===== src/rtl/led_light_pkg.sv =====
// Shared types and defaults for the LED flow controller: mode encodings, FSM states and
// default sizing constants.
package led_light_pkg;

  localparam int unsigned NLedDefault    = 8;
  localparam int unsigned PwmBitsDefault = 4;

  typedef enum logic [1:0] {
    ModeShl      = 2'b00,
    ModeShr      = 2'b01,
    ModePingpong = 2'b10,
    ModeBlink    = 2'b11
  } mode_e;

  typedef enum logic [2:0] {
    StIdle,
    StShl,
    StShr,
    StPingpong,
    StBlink
  } state_e;

  function automatic state_e mode_to_state(input logic [1:0] mode);
    state_e st;
    unique case (mode_e'(mode))
      ModeShl:      st = StShl;
      ModeShr:      st = StShr;
      ModePingpong: st = StPingpong;
      ModeBlink:    st = StBlink;
      default:      st = StIdle;
    endcase
    return st;
  endfunction

endpackage


===== src/rtl/led_flow_ctrl_step_sync.sv =====
// Synchronises the asynchronous step_src level and emits a one-cycle registered strobe per
// rising edge. An edge is only accepted once the input has been seen low after reset.
module step_sync (
  input  logic clk,
  input  logic resetn,
  input  logic step_src,
  output logic step_pulse
);

  logic sync1_q, sync2_q, edge_q;
  logic valid_q, armed_q;
  logic pulse_d, pulse_q;
  logic armed_d;

  // valid_q marks that sync1_q holds a real sample rather than its reset value.
  always_comb begin
    armed_d = armed_q | (valid_q & ~sync1_q);
    pulse_d = armed_q & sync2_q & ~edge_q;
  end

  always_ff @(posedge clk or negedge resetn) begin
    if (!resetn) begin
      sync1_q <= 1'b0;
      sync2_q <= 1'b0;
      edge_q  <= 1'b0;
      valid_q <= 1'b0;
      armed_q <= 1'b0;
      pulse_q <= 1'b0;
    end else begin
      sync1_q <= step_src;
      sync2_q <= sync1_q;
      edge_q  <= sync2_q;
      valid_q <= 1'b1;
      armed_q <= armed_d;
      pulse_q <= pulse_d;
    end
  end

  assign step_pulse = pulse_q;

endmodule


===== src/rtl/led_flow_ctrl.sv =====
// LED pattern sequencer (shift left/right, ping-pong, blink) advanced by a synchronised step
// input. Optional PWM brightness is enabled by defining LED_PWM_EN.
module led_flow_ctrl
  import led_light_pkg::*;
#(
  parameter int unsigned N_LED    = NLedDefault,
  parameter int unsigned PWM_BITS = PwmBitsDefault
) (
  input  logic                clk,
  input  logic                resetn,
  input  logic                step_src,
  input  logic                run,
  input  logic [1:0]          mode,
`ifdef LED_PWM_EN
  input  logic [PWM_BITS-1:0] duty,
`endif
  output logic [N_LED-1:0]    led,
  output logic                step_pulse
);

  if (N_LED < 2 || PWM_BITS < 1) begin : g_bad_params
    $error("led_flow_ctrl: N_LED must be >= 2 and PWM_BITS >= 1");
  end

  state_e           state_q, state_d;
  logic [N_LED-1:0] pat_q, pat_d;
  logic             dir_q, dir_d;
  logic [N_LED-1:0] led_q, led_d;
  logic [N_LED-1:0] led_mask;

  step_sync u_step_sync (
    .clk        (clk),
    .resetn     (resetn),
    .step_src   (step_src),
    .step_pulse (step_pulse)
  );

  always_comb begin
    state_d = state_q;
    pat_d   = pat_q;
    dir_d   = dir_q;
    if (!run) begin
      state_d = StIdle;
      pat_d   = '0;
      dir_d   = 1'b0;
    end else if (step_pulse) begin
      // Leaving IDLE and switching mode both restart from the new mode's start pattern.
      if (state_q == StIdle || state_q != mode_to_state(mode)) begin
        state_d = mode_to_state(mode);
        dir_d   = 1'b0;
        unique case (mode_e'(mode))
          ModeShr:   pat_d = {1'b1, {(N_LED-1){1'b0}}};
          ModeBlink: pat_d = '1;
          default:   pat_d = {{(N_LED-1){1'b0}}, 1'b1};
        endcase
      end else begin
        unique case (state_q)
          StShl: pat_d = {pat_q[N_LED-2:0], pat_q[N_LED-1]};
          StShr: pat_d = {pat_q[0], pat_q[N_LED-1:1]};
          StPingpong: begin
            if (!dir_q) begin
              if (pat_q[N_LED-1]) begin
                dir_d = 1'b1;
                pat_d = pat_q >> 1;
              end else begin
                pat_d = pat_q << 1;
              end
            end else begin
              if (pat_q[0]) begin
                dir_d = 1'b0;
                pat_d = pat_q << 1;
              end else begin
                pat_d = pat_q >> 1;
              end
            end
          end
          StBlink: pat_d = ~pat_q;
          default: pat_d = pat_q;
        endcase
      end
    end
  end

`ifdef LED_PWM_EN
  logic [PWM_BITS-1:0] pwm_cnt_q, pwm_cnt_d;

  always_comb begin
    pwm_cnt_d = pwm_cnt_q + 1'b1;
    led_mask  = {N_LED{pwm_cnt_q < duty}};
  end

  always_ff @(posedge clk or negedge resetn) begin
    if (!resetn) begin
      pwm_cnt_q <= '0;
    end else begin
      pwm_cnt_q <= pwm_cnt_d;
    end
  end
`else
  assign led_mask = '1;
`endif

  assign led_d = pat_d & led_mask;

  always_ff @(posedge clk or negedge resetn) begin
    if (!resetn) begin
      state_q <= StIdle;
      pat_q   <= '0;
      dir_q   <= 1'b0;
      led_q   <= '0;
    end else begin
      state_q <= state_d;
      pat_q   <= pat_d;
      dir_q   <= dir_d;
      led_q   <= led_d;
    end
  end

  assign led = led_q;

endmodule


===== config.mk =====
export PLATFORM = sky130hd
export DESIGN_NAME = led_flow_ctrl
export DESIGN_NICKNAME = d
export VERILOG_FILES = /design/src/rtl/led_light_pkg.sv /design/src/rtl/led_flow_ctrl_step_sync.sv /design/src/rtl/led_flow_ctrl.sv
export SDC_FILE = /design/constraint.sdc
export NUM_CORES = 1
export LEC_CHECK = 0
export CORE_MARGIN = 2
export CORE_UTILIZATION = 45
export DETAILED_ROUTE_END_ITERATION = 8
export PLACE_DENSITY = 0.7
export SLEW_MARGIN = 20
export SYNTH_ARGS = -nofsm -noshare
export SYNTH_HDL_FRONTEND = slang
export SYNTH_SLANG_ARGS = --single-unit
export TNS_END_PERCENT = 50

===== constraint.sdc =====
create_clock -name clk -period 3.2 [get_ports clk]
set_clock_uncertainty 0.15 [all_clocks]
set_input_delay 0.48 -clock clk [delete_from_list [all_inputs] [get_ports clk]]
set_output_delay 0.48 -clock clk [all_outputs]
set_load 0.1 [all_outputs]

Yosys cells after proc, flatten, opt, wreduce, memory -nomap -nowiden. Index checks and enable logic that the tools add are counted.

Equal/unequal tests: 12. Multiplexer cells: 21. Bitwise logic cells: 7. Reductions and logical operators: 6.

Operators by type and width (count): $mux W8 (6); $pmux W8 S4 (1); $pmux W8 S2 (1); $mux W3 (5); $pmux W3 S4 (1); $not A8 Y8 (1); $mux W1 (7); $eq A3 B2 Y1 const B (2); $ne A6 B1 Y1 const B (1); $reduce_and A2 Y1 (3); $eq A2 B2 Y1 const B (2); $ne A2 B1 Y1 const B (2); $and A1 B1 Y1 (3); $eq A3 B1 Y1 const B (1); $eq A3 B3 Y1 const B (1); $logic_not A3 Y1 (1); $ne A3 B1 Y1 const B (1); $ne A3 B3 Y1 (1); $eq A2 B1 Y1 const B (1); $logic_not A2 Y1 (1); $not A1 Y1 (2); $logic_or A1 B1 Y1 (1); $or A1 B1 Y1 (1).

Flip-flop bits (word level): 18. Input bits: 6. Output and inout port bits: 9. Logic and storage cells: 55.

Longest topological paths before layout.
Depth in word-level cells: 9. Gate-level depth with buffers: 7. Mapped depth without buffers: 7.

By module. A second synthesis with hierarchy kept.

Cell total of the unflattened synthesis: 123. Area total of the unflattened synthesis: 1171.1 sq um.

By module, submodules not included: led_flow_ctrl (times used 1, cells each 112, area an instance 998.5 sq um, sequential area each 300.3 sq um); step_sync (times used 1, cells each 11, area an instance 172.7 sq um, sequential area each 150.1 sq um).

Worst setup path after synthesis. OpenSTA, ideal clock, no wires.

Path type: register to register. From: register u_step_sync.pulse_q, in the netlist u_step_sync.step_pulse. To: register led_q[1], in the netlist led[1]. Library setup time: 0.124 ns. Arrival time: 2.114 ns. Data required time: 2.926 ns. Slack: 0.812 ns. Stages on the path, launching flop included: 6. Buffers on the path: 1. Period minus slack after synthesis: 2.388 ns. Path through: dfrtp_1 clkbuf_1 inv_2 o311ai_4 nor2b_4 a211o_1.

Cells in the longest elaborated chain, start to end: 2.

Ends and longest elaborated chain: start: declaration (RTL line led_flow_ctrl_step_sync.sv:12) `logic pulse_d, pulse_q;`; start signal: assignment (RTL line led_flow_ctrl_step_sync.sv:35) `pulse_q <= pulse_d;`; $ne A2 B1 Y1 (no source line); $reduce_and A2 Y1 (no source line); end signal: assignment (RTL line led_flow_ctrl.sv:115) `led_q <= led_d;`; end: declaration (RTL line led_flow_ctrl.sv:28) `logic [N_LED-1:0] led_q, led_d;`.

No other way between the ends. A chain may end at the register's enable or synchronous reset.

Final worst setup path.
From: input port mode[0]. To: register led_q[2], in the netlist led[2].

Cells in the longest elaborated chain, start to end: 9. Elaborated cells on any way between the ends: 15. Those cells by class: eq/ne: 5; mux: 7; reduce/logical: 3.

Ends and longest elaborated chain: start: declaration (RTL line led_flow_ctrl.sv:13) `input logic [1:0] mode,`; $eq A2 B2 Y1, or another cell as far along (RTL line led_light_pkg.sv:25, led_flow_ctrl.sv:51); $pmux W3 S4 (RTL line led_light_pkg.sv:25) `unique case (mode_e'(mode))`; $mux W3 (RTL line led_flow_ctrl.sv:46) `end else if (step_pulse) begin`; $mux W3 (RTL line led_flow_ctrl.sv:42) `if (!run) begin`; $ne A3 B3 Y1 (RTL line led_flow_ctrl.sv:48) `if (state_q == StIdle || state_q != mode_to_state(mode)) begin`; $logic_or A1 B1 Y1 (RTL line led_flow_ctrl.sv:48); $mux W8 (RTL line led_flow_ctrl.sv:48); $mux W8 (RTL line led_flow_ctrl.sv:46); $mux W8 (RTL line led_flow_ctrl.sv:42).

Several ways; a longest one is shown, not always the timed one. The select of a mux whose other input is x is not followed.

==> reports/results.env <==
CTS_TREE='built'
DRT_WL_TOTAL_UM=2550
REQUIRED_TIME_AT_THE_ENDPOINT_OF_THE_CRITICAL_PATH_NS=3.23
WORSTSETUPENDPOINT='led[2]$_DFFE_PN0P_'
SETUP-TNS-FINAL_NS=0
FF_LATCH_COUNT_SYNTH=18
DIE_WIDTH_UM=56.1
CRITPATHSLOWESTCELL='sky130_fd_sc_hd__clkdlybuf4s50_1'
WORST_HOLD_SLACK_NS=0.237
DISTINCT_CELL_TYPE_COUNT_OF_THE_SYNTHESIZED_NETLIST=47
DRT-WIRELENGTH-PER-CELL_UM=15.3
WORST-SLEW-PIN-TRANSITION_NS=0.756
ASYNC_FLOP_SHARE_PCT=100
PERIOD_NEEDED_NS=2.53
FINAL_LAYOUT_SIZE_SUFFIX_GT1_SHARE_PCT=17.5
GP_ROUTABILITY_CONGESTION=0.827
HOLD_VIOL=0
CRITICAL_PATH.MAX_FANOUT=6
STARTING_DENSITY_OF_THE_CORE_PCT=48.5
WORST_PATH_DOMINANT_CELL_FAMILY='compound AO/OA/AOI/OAI gates'
CTSROOTBUFFERMASTER='sky130_fd_sc_hd__clkbuf_4'
CRITICAL_PATH_ARRIVAL_NS=2.55
GRT_START_MAX_NET_PINS=19
TIMING.SLEW.HEADROOM_PCT=49.4
DIE_AREA_SQ_UM=3150
RR_STARTPOINT='state_q[2]$_DFFE_PN0P_'
P_PER_AREA_nW_PER_UM2=363
TIMING.CRITICAL_PATH.BUF_INV=1
SYNTH-MAIN-FF-CELL='sky130_fd_sc_hd__dfrtp_1'
VDD.IR_DROP.WORST_mV=0.437
CRITICAL_PATH.ENDPOINT_TYPE='register'
TOP_SIGNAL_LAYER_USED='met3'
DRT.ANTENNA.VIOLATING_NETS=0
HEIGHT_OF_THE_CHIP_UM=56.1
GRT_USAGE_PCT=17.3
WORST_R2R_ENDPOINT='led[2]$_DFFE_PN0P_'
CTS.SINK_COUNT=18
GRT_PASS1_WL_UM=4440
ROUTE.DETAILED.DRC=0
MAPPEDNETLISTAREA_SQ_UM=1220
SYNTH_EDF_COUNT=0
TIMING.CRITICAL_PATH.SLOWEST_CELL_DELAY_NS=0.50
DRT-INITIAL-DRC-COUNT=25
PLACED_AREA_SQ_UM=1350
SYNTH_NETS=137
MET1WIRELENGTH_UM=1220
LAYOUT_COMMONEST_CELL='sky130_fd_sc_hd__dfrtp_1'
ROUTE.VIAS.TOTAL=1004
POST_CTS_BUFFERS=0
ROWS=18
CTS_BUFFERS=3
CLK_PIN_SLEW_NS=0.09
GLOBALROUTE.TOTALOVERFLOW=0
SEQ_AREA_FRAC_SYNTH_PCT=36.8
DIODE_INSERTION_COUNT_FOR_ANTENNA_REPAIR=0
GRT_SETUP_UNREPAIRED='false'
TIMING.CRITICAL_PATH.CELLS='clkdlybuf4s50_1 -> ha_1 -> or3b_4 -> a211oi_4 -> o21a_4 -> nor2_2 -> a211o_1'
VIASPERCELL=6.01
GRT_PASS1_VIAS=987
WORST_PATH_DEPTH=7
PORT_BUFFERS=14
SYN_TO_FINAL_GROWTH_PCT=12.6
POWER.LEAKAGE_nW=0.623
CTS_MAX_LEVEL=1
DPL.HPWL_UM=1910
FINAL_LAYOUT_NET_COUNT=151
HOLDCRITPATHCLASS='register to register'
MAX-CAP-VIOLATIONS=0
CRITPATHKIND='primary input to register'
FINALWORSTSETUPSLACK_NS=0.674
IOS=15
YOSYS_WARNINGS=0
TIMING.FINAL.CRIT_SHARE_PCT=78.9
CRIT_PATH_START_KIND='primary input'
MAXIMUM_BUFFER_DEPTH_OF_THE_CLOCK_TREE=2
DRT_PASS1_ITERATIONS=4
RUN_STATUS='complete, no violations'
MAXSLEWVIOLCOUNT=0
DP_WORST_SETUP_SLACK_NS=0.351
LAYOUT.FILLER_CELLS=228
CORE_AREA_SQ_UM=2520
SYNTH.TOP_CELL.AREA_SHARE_PCT=36.8
ANTENNA_VIOLATIONS_BEFORE_REPAIR=0
FINAL_UTIL_PCT=54.6
SYNTHESIZED_AREA_DIVIDED_BY_SYNTHESIZED_CELL_COUNT_SQ_UM=9.78
SETUP_VIOL=0
WORSTSKEWPAIRLATENCY_NS=0.28
POSTCTSRESIZEDCELLS=0
MET2_LENGTH_UM=1220
CTS-HOLD-FIX-BUFFERS=0
RANKING_OF_SYNTHESIZED_CELLS_BY_AREA='sky130_fd_sc_hd__dfrtp_1 37%, sky130_fd_sc_hd__ha_1 6.1%, sky130_fd_sc_hd__a211o_1 4.3%'
CLOCK.FMAX_MHz=396
STDCELL_AREA_SQ_UM=1380
LAYOUT.CELLS.MOST_COMMON_LIST='18 x sky130_fd_sc_hd__dfrtp_1, 11 x sky130_fd_sc_hd__nand2_1, 10 x sky130_fd_sc_hd__buf_4, 8 x sky130_fd_sc_hd__nand3_1, 7 x sky130_fd_sc_hd__a21oi_1'
STARTPOINT='mode[0]'
SYNTHESIZED_NETLIST_CELL_COUNT=125
MET3_LENGTH_UM=112
WORST-R2R-CELL-COUNT=5
SYNTH_AREA_LEADER_CELL='sky130_fd_sc_hd__dfrtp_1'
FF2FF_SETUP_SLACK_NS=1.08
metal layers:
metal,vias to the layer above,global-route usage [%]
li1,484,-
met1,490,24.3
met2,30,27.2
met3,0,4.65
met4,0,3.06
met5,-,0
cells in the mapped netlist (3+ instances only):
cell type and count:
sky130_fd_sc_hd__o21ai_0 3, sky130_fd_sc_hd__dfrtp_1 18, sky130_fd_sc_hd__inv_1 6, sky130_fd_sc_hd__buf_2 4
sky130_fd_sc_hd__a21oi_1 7, sky130_fd_sc_hd__nor2b_1 5, sky130_fd_sc_hd__nand2_1 11, sky130_fd_sc_hd__a211o_1 6
sky130_fd_sc_hd__ha_1 6, sky130_fd_sc_hd__a32oi_1 5, sky130_fd_sc_hd__nand3_1 8, sky130_fd_sc_hd__nand2b_1 5
sequential cells by signal (all words and copies together) (netlist names):
name,flops
u_step_sync.valid_q,1
u_step_sync.step_pulse,1
u_step_sync.sync2_q,1
u_step_sync.armed_q,1
u_step_sync.edge_q,1
dir_q,1
u_step_sync.sync1_q,1
led,8
state_q,3
worst reg2reg max path, stage by stage, from the launching register on:
cell and delay [ns]:
sky130_fd_sc_hd__dfrtp_1 0.53, sky130_fd_sc_hd__or3b_4 0.47, sky130_fd_sc_hd__a211oi_4 0.31, sky130_fd_sc_hd__o21a_4 0.21, sky130_fd_sc_hd__nor2_2 0.08, sky130_fd_sc_hd__a211o_1 0.27
worst min path at each step:
| stage | start | to | cells after the start | slack (ns) |
|---|---|---|---|---|
| after floorplan | resetn | dir_q$_DFFE_PN0P_ | 0 | 0.03 |
| after CTS | u_step_sync.sync2_q$_DFF_PN0_ | u_step_sync.edge_q$_DFF_PN0_ | 0 | 0.24 |
| after global placement | u_step_sync.sync2_q$_DFF_PN0_ | u_step_sync.edge_q$_DFF_PN0_ | 0 | 0.21 |
| final | u_step_sync.sync2_q$_DFF_PN0_ | u_step_sync.edge_q$_DFF_PN0_ | 0 | 0.24 |
| after detailed placement | u_step_sync.sync2_q$_DFF_PN0_ | u_step_sync.edge_q$_DFF_PN0_ | 0 | 0.22 |
| after global routing | u_step_sync.sync2_q$_DFF_PN0_ | u_step_sync.edge_q$_DFF_PN0_ | 0 | 0.25 |
report_power, final:
| group | leakage [nW] | total, mW | internal (mW) | switching, mW |
|---|---|---|---|---|
| Clock | 0.0138 | 0.104 | 0.0437 | 0.0602 |
| Sequential | 0.233 | 0.257 | 0.237 | 0.0197 |
| Combinational | 0.376 | 0.139 | 0.0462 | 0.0930 |
| Total | 0.623 | 0.500 | 0.327 | 0.173 |
area by class of cell:
class | instances | area (sq um) | area share [%]
well taps | 30 | 37.5 | 2.73
multi-input cells | 94 | 714 | 51.9
inverters | 7 | 26.3 | 1.91
clock buffers | 3 | 22.5 | 1.64
repair buffers | 15 | 125 | 9.09
flip-flops and latches | 18 | 450 | 32.7
per-stage QoR:
stage          power (mW)  instances
2_1_floorplan       0.364        125
3_3_place_gp        0.398        164
3_5_place_dp        0.400        164
4_1_cts             0.505        167
5_1_grt             0.530        167
6_report            0.500        167
cells by family after synthesis:
group / count (synthesis) / synth area share [%]
xor gates and xnor gates: 2 / 1.43
buffers and inverters: 13 / 4.71
and+or+nand+nor: 46 / 22.1
adders and majority gates: 6 / 6.14
other: 1 / 0.307
muxes: 2 / 1.64
DFF: 18 / 36.8
AOI/OAI and AO/OA: 37 / 26.8
No activity file was read; power rests on OpenSTA's default activity.
==> RTL change: new RTL, same settings <==
Change the package constant `NLedDefault` from 8 to 7.
--- a/src/rtl/led_light_pkg.sv
+++ b/src/rtl/led_light_pkg.sv
@@ -4,3 +4,3 @@
 
-  localparam int unsigned NLedDefault    = 8;
+  localparam int unsigned NLedDefault    = 7;
   localparam int unsigned PwmBitsDefault = 4;
Interface: changed (resized led); port bits go from 15 to 14. The function was not compared with the original's and may differ.
==> RTL change against the original RTL <==
  * Sequential cell count shrank 1
  * Total power shrank 3.0%
  * Critical endpoint unchanged
  * Design area shrank 5.2%
  * Worst setup slack lost 0.063 ns
  * Count of clock-buffer cells in the layout grew 1
  * Largest power group unchanged
  * Combinational power shrank 8%
  * Area after synthesis shrank 5.2%
  * Routed wire length grew 1.6%
==> RTL change: results (changes against the original RTL) <==
| Metric | Value |
|---|---|
| Non-CTS buffers | `13 (was 15)` |
| Antenna cells | `0 (unchanged)` |
| Largest net degree at the start of global routing | `18 (was 19)` |
| #MultiIn Comb | `96 (was 94)` |
| Multi-input gate share of total cell area | `51.8% (was 51.9%)` |
| Buffers added on ports | `13 (was 14)` |
| VDD IR max | `0.342 mV (was 0.437 mV)` |
| Iter 0 DRT Violations | `45 (was 25)` |
| PnR worst setup slack | `0.610 ns (was 0.674 ns)` |
| Share of layout cells above drive strength 1 | `13.8% (was 17.5%)` |
| Dpl ws | `0.295 ns (was 0.351 ns)` |
| Fillcell total | `231 (was 228)` |
| Final GP Congestion | `0.897 (was 0.827)` |
| Clk_buf instances | `4 (was 3)` |
| Hpwl dp | `1930 um (was 1910 um)` |
| Ranking of synthesized cells by area | `dfrtp_1, ha_1, nand2_1 (was dfrtp_1, ha_1, a211o_1)` |
| Post-synthesis mux area share | `1.73% (was 1.64%)` |
| Slew HR | `50.1% (was 49.4%)` |
| Post-synthesis xor/xnor area fraction | `1.51% (was 1.43%)` |
| Synth unique cells | `47 (unchanged)` |
| R2R Setup Slk | `0.92 ns (was 1.08 ns)` |
| Clock Power Share | `22.6% (was 20.8%)` |
| Initial antenna violation count | `0 (unchanged)` |
| Synthesized Nets | `139 (was 137)` |
| Total number of vias | `1,005 (was 1,004)` |
| Status | `finished clean (unchanged)` |
| DR WL met3 | `164 um (was 112 um)` |
| Non-clk invs | `8 (was 7)` |
| Setup crit end kind | `flip-flop (unchanged)` |
| Tot GR Track Use | `19.4% (was 17.3%)` |
| P_comb | `0.000128 W (was 0.000139 W)` |
| FF-to-FF Start | `state_q[0]$_DFFE_PN0P_ (was state_q[2]$_DFFE_PN0P_)` |
| Commonest cells post-synth | `dfrtp_1, nand2_1, inv_1 (was dfrtp_1, nand2_1, nand3_1)` |
| Global-route wire length before repair | `4100 um (was 4440 um)` |
| Pint | `0.000317 W (was 0.000327 W)` |
| Met1 WL | `1090 um (was 1220 um)` |
| Synth Area in Compound Gates | `27.2% (was 26.8%)` |
| Worst Path Arrival | `2.61 ns (was 2.55 ns)` |
| WL met2 | `1320 um (was 1220 um)` |
| Lkg Pwr | `0.562 nW (was 0.623 nW)` |
| Vias in the first global route | `902 (was 987)` |
| Sequential-to-total area share from yosys stat | `36.7% (was 36.8%)` |
| Post-Synth Adder-Cell Area | `6.48% (was 6.14%)` |
| Post-synth ARST share | `100% (unchanged)` |
| DR WL/cell | `15.4 um (was 15.3 um)` |
| Non-clock buffer share of cell area | `8.44% (was 9.09%)` |
| Clk tree area frac | `2.01% (was 1.64%)` |
| FF+latch count | `17 (was 18)` |
| Flip-flop and latch area | `425 um^2 (was 450 um^2)` |
| Number of flip-flops in the largest register | `7 (was 8)` |
| Top layer in use | `met4 (was met3)` |
-- RTL change: changes by cell type after synthesis, sizes merged, moves of 2 or more --
cell,unedited run,this run
and3,3,1
nand2,12,16
nand3,8,4
a221o,0,4
a32oi,6,1
a211o,6,1
nor2,2,5
o22ai,0,2
o21ai,3,7
-- RTL change: metrics by stage --
stage / hold slack (ns) / instance area, um^2 / instances / utilization [%] / power (W)
2_1_floorplan: 0.0344 / 1160 / 127 / - / 0.000344
3_3_place_gp: 0.205 / 1280 / 164 / 52.1 / 0.000376
3_5_place_dp: 0.211 / 1280 / 164 / 52.1 / 0.000378
4_1_cts: 0.224 / 1310 / 168 / 53.2 / 0.000489
5_1_grt: 0.243 / 1310 / 168 / 53.2 / 0.000516
6_report: 0.224 / 1310 / 168 / 53.2 / 0.000485
-- RTL change: metal layers --
layer,vias to the layer above,global-route usage [%]
met5,-,0
met3,2,5.74
met2,43,33.5
met1,475,23.1
met4,0,5.42
li1,485,-
